--- src/rtl/riscv_pkg.sv ---
// ---------------------------------------------------------------------------
// riscv_pkg
//
// Shared definitions for the RISC-V core front end.
//   XLEN              architectural register / address width
//   RESET_PC_DEFAULT  default fetch address after reset
//   INSTR_NOP         canonical NOP encoding (addi x0, x0, 0)
//   fetch_entry_t     {pc, instr} pair carried from fetch to decode
//   next_seq_pc()     sequential successor of a word-aligned PC
// ---------------------------------------------------------------------------
package riscv_pkg;

  localparam int XLEN = 32;

  localparam logic [XLEN-1:0] RESET_PC_DEFAULT = 32'h0000_0000;
  localparam logic [XLEN-1:0] INSTR_NOP        = 32'h0000_0013;

  typedef struct packed {
    logic [XLEN-1:0] pc;
    logic [XLEN-1:0] instr;
  } fetch_entry_t;

  // Wraps modulo 2^XLEN, so 0xFFFF_FFFC is followed by 0x0000_0000.
  function automatic logic [XLEN-1:0] next_seq_pc(input logic [XLEN-1:0] pc);
    return pc + XLEN'(4);
  endfunction

endpackage

--- src/rtl/fetch_fifo.sv ---
// ---------------------------------------------------------------------------
// fetch_fifo
//
// Synchronous FIFO of fetch_entry_t between instruction memory and decode.
// The head entry is always presented on head_o; the caller qualifies it with
// count_o != 0. A flush empties the FIFO in one cycle and wins over any push
// or pop in the same cycle. Storage is cleared by reset so the head reads as
// zero out of reset.
//
// Ports
//   clk          system clock
//   rst_n        asynchronous active-low reset
//   flush_i      discard all entries
//   push_i       write push_data_i at the tail
//   push_data_i  entry to write
//   pop_i        remove the head entry
//   head_o       current head entry
//   count_o      number of valid entries (0..DEPTH)
// ---------------------------------------------------------------------------
module fetch_fifo
  import riscv_pkg::*;
#(
  parameter int DEPTH = 2
) (
  input  logic                   clk,
  input  logic                   rst_n,
  input  logic                   flush_i,
  input  logic                   push_i,
  input  fetch_entry_t           push_data_i,
  input  logic                   pop_i,
  output fetch_entry_t           head_o,
  output logic [$clog2(DEPTH):0] count_o
);

  localparam int PTR_W = $clog2(DEPTH);
  localparam int CNT_W = PTR_W + 1;

  fetch_entry_t     mem_q [DEPTH];
  logic [PTR_W-1:0] wr_ptr_q, wr_ptr_d;
  logic [PTR_W-1:0] rd_ptr_q, rd_ptr_d;
  logic [CNT_W-1:0] count_q, count_d;
  logic             do_push;
  logic             do_pop;

  // Qualify push/pop against the fill level and derive the next pointers.
  // A push into a full FIFO is only honoured when a pop frees a slot in the
  // same cycle; DEPTH is a power of two so the pointers wrap naturally.
  always_comb begin
    do_pop   = pop_i && (count_q != '0);
    do_push  = push_i && ((count_q != CNT_W'(DEPTH)) || do_pop);
    wr_ptr_d = wr_ptr_q;
    rd_ptr_d = rd_ptr_q;
    count_d  = count_q;
    if (flush_i) begin
      wr_ptr_d = '0;
      rd_ptr_d = '0;
      count_d  = '0;
    end else begin
      if (do_push) begin
        wr_ptr_d = wr_ptr_q + PTR_W'(1);
      end
      if (do_pop) begin
        rd_ptr_d = rd_ptr_q + PTR_W'(1);
      end
      count_d = count_q + CNT_W'(do_push) - CNT_W'(do_pop);
    end
  end

  // Pointer and occupancy registers.
  always_ff @(posedge clk or negedge rst_n) begin
    if (!rst_n) begin
      wr_ptr_q <= '0;
      rd_ptr_q <= '0;
      count_q  <= '0;
    end else begin
      wr_ptr_q <= wr_ptr_d;
      rd_ptr_q <= rd_ptr_d;
      count_q  <= count_d;
    end
  end

  // Entry storage; a flush only moves the pointers, stale data is harmless.
  always_ff @(posedge clk or negedge rst_n) begin
    if (!rst_n) begin
      for (int i = 0; i < DEPTH; i++) begin
        mem_q[i] <= '0;
      end
    end else if (do_push && !flush_i) begin
      mem_q[wr_ptr_q] <= push_data_i;
    end
  end

  assign head_o  = mem_q[rd_ptr_q];
  assign count_o = count_q;

endmodule

--- src/rtl/fetch_unit.sv ---
// ---------------------------------------------------------------------------
// fetch_unit
//
// Instruction fetch stage. Holds the fetch PC, issues in-order word fetches
// to instruction memory under a credit limit (buffered + in-flight <= DEPTH),
// buffers returned words with their PCs in fetch_fifo and hands them to
// decode. A redirect reloads the PC, empties the FIFO and marks every
// request still in flight to be dropped when its response comes back.
//
// Ports
//   clk              system clock
//   rst_n            asynchronous active-low reset
//   redirect_en      taken jump/branch this cycle
//   redirect_pc      redirect target (low two bits ignored)
//   imem_req_valid   fetch request valid
//   imem_req_ready   memory accepts request
//   imem_req_addr    word-aligned fetch address
//   imem_resp_valid  response valid (in request order, no backpressure)
//   imem_resp_data   instruction word returned by memory
//   if_valid         instruction available to decode
//   if_ready         decode accepts instruction
//   if_instr         instruction word to decode
//   if_pc            PC of if_instr
// ---------------------------------------------------------------------------
module fetch_unit
  import riscv_pkg::*;
#(
  parameter logic [XLEN-1:0] RESET_PC = RESET_PC_DEFAULT,
  parameter int              DEPTH    = 2
) (
  input  logic            clk,
  input  logic            rst_n,
  input  logic            redirect_en,
  input  logic [XLEN-1:0] redirect_pc,
  output logic            imem_req_valid,
  input  logic            imem_req_ready,
  output logic [XLEN-1:0] imem_req_addr,
  input  logic            imem_resp_valid,
  input  logic [XLEN-1:0] imem_resp_data,
  output logic            if_valid,
  input  logic            if_ready,
  output logic [XLEN-1:0] if_instr,
  output logic [XLEN-1:0] if_pc
);

  localparam int CNT_W = $clog2(DEPTH) + 1;

  logic [XLEN-1:0]  fetch_pc_q, fetch_pc_d;
  logic [XLEN-1:0]  resp_pc_q, resp_pc_d;
  logic [CNT_W-1:0] outstanding_q, outstanding_d;
  logic [CNT_W-1:0] drop_q, drop_d;

  logic [CNT_W-1:0] fifo_cnt;
  fetch_entry_t     fifo_head;
  fetch_entry_t     fifo_wdata;
  logic [CNT_W:0]   in_use;
  logic [XLEN-1:0]  redirect_target;
  logic             req_fire;
  logic             resp_keep;
  logic             resp_drop;
  logic             if_pop;
  logic             unused_redirect_lsbs;

  assign redirect_target      = {redirect_pc[XLEN-1:2], 2'b00};
  assign unused_redirect_lsbs = ^redirect_pc[1:0];

  // Credit check: every slot is either buffered or reserved by an in-flight
  // request, so a kept response always finds room in the FIFO. Requests are
  // held off during a redirect and while reset is asserted.
  always_comb begin
    in_use         = {1'b0, fifo_cnt} + {1'b0, outstanding_q};
    imem_req_valid = rst_n && !redirect_en && (in_use < (CNT_W + 1)'(DEPTH));
    req_fire       = imem_req_valid && imem_req_ready;
  end

  assign imem_req_addr = fetch_pc_q;

  // Response classification. Anything arriving while older wrong-path
  // requests are still draining, or in the redirect cycle itself, is dropped.
  always_comb begin
    resp_drop = imem_resp_valid && (redirect_en || (drop_q != '0));
    resp_keep = imem_resp_valid && !resp_drop;
  end

  // Next-state for the PC and counters.
  // resp_pc tracks the PC of the next response that will be kept: responses
  // come back in order, and after a redirect the first kept response is the
  // first request issued from the target, so no per-request tag is needed.
  always_comb begin
    outstanding_d = outstanding_q + CNT_W'(req_fire) - CNT_W'(imem_resp_valid);
    fetch_pc_d    = fetch_pc_q;
    resp_pc_d     = resp_pc_q;
    drop_d        = drop_q;
    if (redirect_en) begin
      fetch_pc_d = redirect_target;
      resp_pc_d  = redirect_target;
      drop_d     = outstanding_d;
    end else begin
      if (req_fire) begin
        fetch_pc_d = next_seq_pc(fetch_pc_q);
      end
      if (resp_keep) begin
        resp_pc_d = next_seq_pc(resp_pc_q);
      end
      if (resp_drop) begin
        drop_d = drop_q - CNT_W'(1);
      end
    end
  end

  // Architectural fetch state.
  always_ff @(posedge clk or negedge rst_n) begin
    if (!rst_n) begin
      fetch_pc_q    <= RESET_PC;
      resp_pc_q     <= RESET_PC;
      outstanding_q <= '0;
      drop_q        <= '0;
    end else begin
      fetch_pc_q    <= fetch_pc_d;
      resp_pc_q     <= resp_pc_d;
      outstanding_q <= outstanding_d;
      drop_q        <= drop_d;
    end
  end

  assign fifo_wdata = '{pc: resp_pc_q, instr: imem_resp_data};
  assign if_valid   = (fifo_cnt != '0) && !redirect_en;
  assign if_pop     = if_valid && if_ready;

  fetch_fifo #(
    .DEPTH(DEPTH)
  ) u_fifo (
    .clk        (clk),
    .rst_n      (rst_n),
    .flush_i    (redirect_en),
    .push_i     (resp_keep),
    .push_data_i(fifo_wdata),
    .pop_i      (if_pop),
    .head_o     (fifo_head),
    .count_o    (fifo_cnt)
  );

  assign if_pc    = fifo_head.pc;
  assign if_instr = fifo_head.instr;

endmodule

--- config.mk ---
export PLATFORM = sky130hd
export DESIGN_NAME = fetch_unit
export DESIGN_NICKNAME = d
export VERILOG_FILES = /design/src/rtl/riscv_pkg.sv /design/src/rtl/fetch_fifo.sv /design/src/rtl/fetch_unit.sv
export SDC_FILE = /design/constraint.sdc
export NUM_CORES = 1
export LEC_CHECK = 0
export ABC_CLOCK_PERIOD_IN_PS = 2700
export CORE_UTILIZATION = 48
export DETAILED_ROUTE_END_ITERATION = 6
export PLACE_DENSITY = 0.76
export SLEW_MARGIN = 5
export SYNTH_ARGS = -nofsm -noshare
export SYNTH_HDL_FRONTEND = slang
export SYNTH_HIERARCHICAL = 1
export SYNTH_SLANG_ARGS = --single-unit
--- constraint.sdc ---
create_clock -name clk -period 2.7 [get_ports clk]
set_input_delay 0.81 -clock clk [delete_from_list [all_inputs] [get_ports clk]]
set_output_delay 0.81 -clock clk [all_outputs]
set_load 0.02 [all_outputs]
==> After elaboration in Yosys (flattened, before gate mapping) <==
Index checks and enable logic that the tools add are counted.
{ "word_totals": {"word_cells": 67, "output_inout_bits": 98, "register_bits": 200, "in_bits": 70} }
{ "op_classes": {"mux": 17, "n_bitwise": 2, "eq_ne": 1, "reduce_logical": 22, "order_cmp": 4, "add_sub_neg": 10} }
{ "op_table": {"columns": ["cell", "count"], "rows": [
  ["$mux 64", 4],
  ["$bwmux 128", 1],
  ["$mux 32", 4],
  ["$add 32x3->32 const B", 2],
  ["$demux 64 s1", 1],
  ["$reduce_bool 2->1", 7],
  ["$logic_and 1x1->1", 11],
  ["$mux 2", 3],
  ["$add 2x1->2", 2],
  ["$ge 2x2->1 const B", 2],
  ["$mux 1", 4],
  ["$not 1->2", 2],
  ["$sub 2x1->2", 2],
  ["$add 2x2->3", 1],
  ["$lt 3x2->1 const B", 1],
  ["$add 1x1->1 const B", 2],
  ["$logic_not 1->1", 2],
  ["$logic_or 1x1->1", 2],
  ["$lt 2x1->1 const B", 1],
  ["$ne 2x2->1 const B", 1],
  ["$sub 2x1->2 const B", 1]
]} }

==> Depth between registers and ports, before layout <==
{ "depth": {"ltp_word": 9, "depth_mapped": 14, "depth_no_buf": 12} }

==> Cells and area by module <==
The synthesis kept the hierarchy.
{ "modules_own_cells": {"columns": ["module", "seq_area_each_um2", "n_inst", "area_each_um2", "cells_per_inst"], "rows": [
  ["fetch_fifo", 3303.2, 1, 5969.5, 363],
  ["fetch_unit", 1601.5, 1, 3779.9, 413]
]} }

==> Worst setup path after synthesis <==
Ideal clock, no wire load.
{ "synth_timing": {"kind": "register to register", "start": "register u_fifo.count_q[0] (netlist: u_fifo/count_o[0])", "end": "register drop_q[1]", "setup_ps": 133, "synth_period_minus_slack_ps": 3034, "setup_slack_ps": -334, "required_ps": 2567, "arrival_ps": 2900, "n_path_buf": 2, "path_stages_with_launch": 15, "path_cell_list": "dfrtp_1 > and2_1 > fa_1 > nor4b_4 > and2_1 > buf_4 > inv_4 > clkbuf_1 > ha_1 > inv_1 > ha_1 > xnor2_1 > xnor2_1 > nand2_1 > o21ai_0"} }
{ "synth_between": {"elab_chain_cells": 7} }
{ "synth_lines": {"columns": ["element", "line_no", "rtl"], "rows": [
  ["start: declaration", "fetch_fifo.sv:41", "logic [CNT_W-1:0] count_q, count_d;"],
  ["start signal: assignment", "fetch_fifo.sv:78", "count_q <= count_d;"],
  ["$add 2x2->3", "fetch_unit.sv:71", "in_use = {1'b0, fifo_cnt} + {1'b0, outstanding_q};"],
  ["$lt 3x2->1", "fetch_unit.sv:72", "imem_req_valid = rst_n && !redirect_en && (in_use < (CNT_W + 1)'(DEPTH));"],
  ["$logic_and 1x1->1", "fetch_unit.sv:72", null],
  ["via imem_req_valid", "fetch_unit.sv:35", "output logic imem_req_valid,"],
  ["$logic_and 1x1->1", "fetch_unit.sv:73", "req_fire = imem_req_valid && imem_req_ready;"],
  ["$add 2x1->2", "fetch_unit.sv:90", "outstanding_d = outstanding_q + CNT_W'(req_fire) - CNT_W'(imem_resp_valid);"],
  ["$sub 2x1->2", "fetch_unit.sv:90", null],
  ["via outstanding_d[1]", "fetch_unit.sv:50", "logic [CNT_W-1:0] outstanding_q, outstanding_d;"],
  ["$mux 2", "fetch_unit.sv:94", "if (redirect_en) begin"],
  ["end signal: assignment", "fetch_unit.sv:122", "drop_q <= drop_d;"],
  ["end: declaration", "fetch_unit.sv:51", "logic [CNT_W-1:0] drop_q, drop_d;"]
]} }
The timed path passes the listed nets, and every way through them passes these cells.
A chain may end at the register's enable or synchronous reset.

==> Final worst setup path <==
{ "layout_timing": {"start": "register outstanding_q[0]", "end": "output port imem_req_valid"} }
{ "layout_between": {"elab_chain_cells": 3} }
{ "layout_lines": {"columns": ["element", "line_no", "rtl"], "rows": [
  ["start: declaration", "fetch_unit.sv:50", null],
  ["start signal: assignment", "fetch_unit.sv:121", "outstanding_q <= outstanding_d;"],
  ["$add 2x2->3", "fetch_unit.sv:71", null],
  ["$lt 3x2->1", "fetch_unit.sv:72", null],
  ["$logic_and 1x1->1", "fetch_unit.sv:72", null],
  ["end: declaration", "fetch_unit.sv:35", null]
]} }
No other way between the ends.

==> results by stage <==
Yosys:
- The distinct cell type count of the synthesized netlist is 58.
- The cell taking the most area after synthesis is dfrtp_1.
- By count the netlist is led by dfrtp_1, mux2_2, nand2_1, mux2_4, o21ai_0.
- The warning count from the yosys run is 6.
- Of all flip-flops after synthesis, the portion carrying an async set or reset was 100%.
- The synthesized design contains 0 enable-type register cells.
- The netlist area before placement is 9750 µm².
- The top cell type's share of synthesized area is 50.3%.
- The library cell with the highest instance count after synthesis is dfrtp_1.
- The instance count of the mapped netlist is 776.
- For this run, the register share of the synthesized area comes to 50.3%.
- The number of register bits inferred by synthesis is 196.
- By area the synthesized netlist is led by dfrtp_1, mux2_2, mux2_4.
- The most used flip-flop cell after synthesis is dfrtp_1.
- The average instance area after synthesis is 12.6 µm².

Clocking:
- TritonCTS built the clock tree.
- The buffer depth of the longest clock path is 2.
- Buffers inserted to repair hold after CTS numbered 0.
- Counting every sink on the clock net gives 196.
- The clock insertion delay at the later pin of the skew report is 430 ps.
- The number of H-tree levels is 4.
- The cell at the root of the clock tree is clkbuf_16.
- The clock slew seen by the registers of the worst setup and hold paths is 70 ps.
- The CTS buffer count is 17.

Timing:
- For this run, the top clock speed supported by timing is 351 MHz.
- After layout, the worst setup slack is -147 ps.
- The worst max-slew margin expressed relative to the limit is 35.7%.
- The sum of negative setup slack is -196 ps.
- The final number of hold-violating endpoints is 0.
- The post-route minimum period is 2850 ps.
- Across the routed clock network, the largest skew measured is 15.0 ps.
- The number of slew-limit violations in the final report is 0.
- Setup repair after global routing could not meet its margin everywhere.
- Setup violations remaining at the end of the flow were counted as 2.
- The ratio of final minimum period to clock period is 105%.
- The pin slew with the least headroom to its limit is 964 ps.

Power:
- In this run the static leakage power is 5.48 nW.
- The internal power is 7.18 mW.
- The sequential share of power is 41.1%.
- The power density relative to cell area is 855 nW/µm².
- The analysis attributes to net switching a power of 3.45 mW.
- The part of the power in combinational logic is 34.7%.
- Across the VDD grid, the largest voltage drop is 430 µV.
- In this run switching power makes up 32.5% of total power.
- The portion of total power attributed to the clock network is 24.1%.

Run status:
- The flow ran to the end, but the final reports show violations.
- The checks that failed: setup timing.

Worst setup path:
- STA puts the critical path data arrival time at 2040 ps.
- Counting both buffers and inverters, the worst setup path holds a total of 1.
- On the critical path the largest part of the delay comes from simple AND/OR/NAND/NOR gates.
- The top fanout value on the critical path is 2.
- For this design, the slowest cell found on the critical path is fa_1.
- On the worst path, the slowest cell contributes a delay of 470 ps.
- The type of element capturing the critical path is a primary output.
- The startpoint type of the worst setup path is a flop.
- Walking the worst path, the cells encountered are and2_4 > fa_1 > nor4b_4 > buf_4.
- By startpoint and endpoint, the worst setup path is classified as reg2out.
- At the worst endpoint, the required time is 1890 ps.

Floorplan:
- The area enclosed by the die boundary is 20900 µm².
- The floorplan step defined a core boundary enclosing 19700 µm².
- Pin placement for this block handled 168 I/O pins.
- From left edge to right edge, the die measures 145 µm.
- After floorplanning, the core was divided into 51 placement rows.
- Once the floorplan was initialized, standard cells occupied 49.6% of the core.
- The die span in y is 145 µm.

Layout:
- The register cell area after layout is 4910 µm².
- The total inserted antenna cells is 0.
- In the final layout, the share of cells above drive strength 1 is 30.6%.
- The layout has 1555 filler cells.
- In the final layout, the multi-input gates occupy 4580 µm².
- From synthesis to final layout, the design area changed by 27.5%.
- In the final design database the tool counted 1035 nets.
- At the end of the flow the core is filled with cells to 63.2%.

Routing:
- After detailed routing, the number of remaining DRC violations is 0.
- The average wire per cell in the routed design is 18.0 µm.
- The number of nets with antenna violations after routing is 0.
- Summed over all layers, the routed wires come to 22.2 mm.
- The first detailed-routing pass took 4 iterations.
- Wire segments on met2 add up to 10.4 mm in the final route.
- The sum of routed wire segments on met1 is 10.3 mm.
- Summing over every cut layer, the via total after detailed routing is 6747.
- The mean number of vias per cell is 5.46.
- Summed over all nets, wire length on met3 after detailed routing comes to 1.33 mm.
- After the first detailed-routing iteration, the DRC count stood at 369.
- The highest metal layer with signal wires is met4.

GRT:
- Summed over all layers, the global routing overflow is 0.
- The initial antenna violation count is 0.
- The number of global-route vias before repair is 6823.
- The global-route wire length before repair is 35.9 mm.
- The maximum number of pins on one net before global-route repair is 177.
- For this run, the total global-route usage over all layers was measured as 22.4%.

Run:
- The number of maximum-capacitance constraint violations is 0.

Placement:
- The count of input and output buffers is 163.
- The final estimated routing congestion in global placement is 0.854.
- The detailed placement HPWL is 15.2 mm.

Hold path:
- In this run the worst hold path is classified as in2async.
-- registers in the layout (all words and copies together) (netlist names) --
register         count
imem_req_addr       30
u_fifo/count_o       2
outstanding_q        2
u_fifo/mem_q       128
resp_pc_q           30
drop_q               2
u_fifo/wr_ptr_q      1
u_fifo/rd_ptr_q      1
-- cell type report --
| type | instances | share of cell area (%) |
|---|---|---|
| Tap cell | 265 | 2.67 |
| Clock inverter | 15 | 1.36 |
| Inverter | 15 | 0.493 |
| Clock buffer | 17 | 3.42 |
| Multi-Input combinational cell | 528 | 36.9 |
| Timing Repair Buffer | 199 | 15.7 |
| Sequential cell | 196 | 39.5 |
-- worst paths after layout --
kind / from / endpoint / slack [ps] / cells after the start
setup / recovery: outstanding_q[0]$_DFF_PN0_ / imem_req_valid / -150 / 4
hold / removal: rst_n / u_fifo/mem_q[7]$_DFFE_PN0P_ / 380 / 2
setup reg to reg: outstanding_q[0]$_DFF_PN0_ / drop_q[1]$_DFFE_PN0P_ / -50 / 13
hold reg to reg: u_fifo/mem_q[63]$_DFFE_PN0P_ / u_fifo/mem_q[63]$_DFFE_PN0P_ / 480 / 1
max in group asynchronous: rst_n / resp_pc_q[19]$_DFFE_PN0N_ / 1100 / 3
min in group clk: u_fifo/mem_q[63]$_DFFE_PN0P_ / u_fifo/mem_q[63]$_DFFE_PN0P_ / 480 / 1
-- per-layer routing --
metal  up-vias  track usage [%]
met5         -                0
met4         0             6.09
met3        12             4.50
met2       218             35.8
met1      3369             31.1
li1       3148                -
-- cells by family after synthesis --
family	count (synthesis)	synth area share, %
mux	197	25.0
other cells	1	0.0385
xor+xnor	37	3.32
compound gates	90	5.79
flops	196	50.3
simple gates	190	10.9
buf+inv	57	3.52
fa+ha+maj	8	1.10
-- repair_timing --
item	CTS	global route
buffers inserted	1	1
pin swaps	5	1
gates cloned	0	0
resized for setup	70	10
setup endpoints to repair	90	24
-- stage by stage --
step                power, mW  worst slack (ps)  hold slack [ps]  instances  area (µm²)
CTS                      10.7              -162              372       1234       12400
floorplan                6.72              -296              452        781        9830
global placement         8.31              -206              461       1201       11900
global route             11.2              -208              374       1235       12400
finish                   10.6              -147              385       1235       12400
detailed placement       8.44              -208              471       1201       11900
-- worst register-to-register path: cells and delay by family (launching register included) --
family,cells,cell delay [ps]
simple gates,4,780
fa+ha+maj,3,870
compound gates,1,90
buf+inv,3,260
flops,1,380
xor+xnor,2,310
-- power groups by stage --
stage	Combinational (mW)	Clock, mW	Sequential [mW]
4_1_cts	3.72	2.62	4.37
6_report	3.69	2.56	4.37
3_3_place_gp	3.96	0	4.35
3_5_place_dp	4.04	0	4.40
5_1_grt	3.97	2.74	4.50
2_1_floorplan	2.41	0	4.31
-- cells in the final DEF (no fill, tap or decap), drive strengths merged, types with 14 or more instances in the layout --
cell type | netlist | final
mux2 | 194 | 194
inv | 15 | 21
nand4 | 19 | 19
nand3 | 26 | 26
buf | 28 | 38
clkbuf | 14 | 18
dlygate4sd2 | 0 | 64
xnor2 | 25 | 25
nor3 | 16 | 16
nor2 | 31 | 31
nand2 | 63 | 63
clkdlybuf4s50 | 0 | 95
dfrtp | 196 | 196
o211ai | 14 | 14
o21ai | 43 | 43
Power figures use the tool's default switching activity.
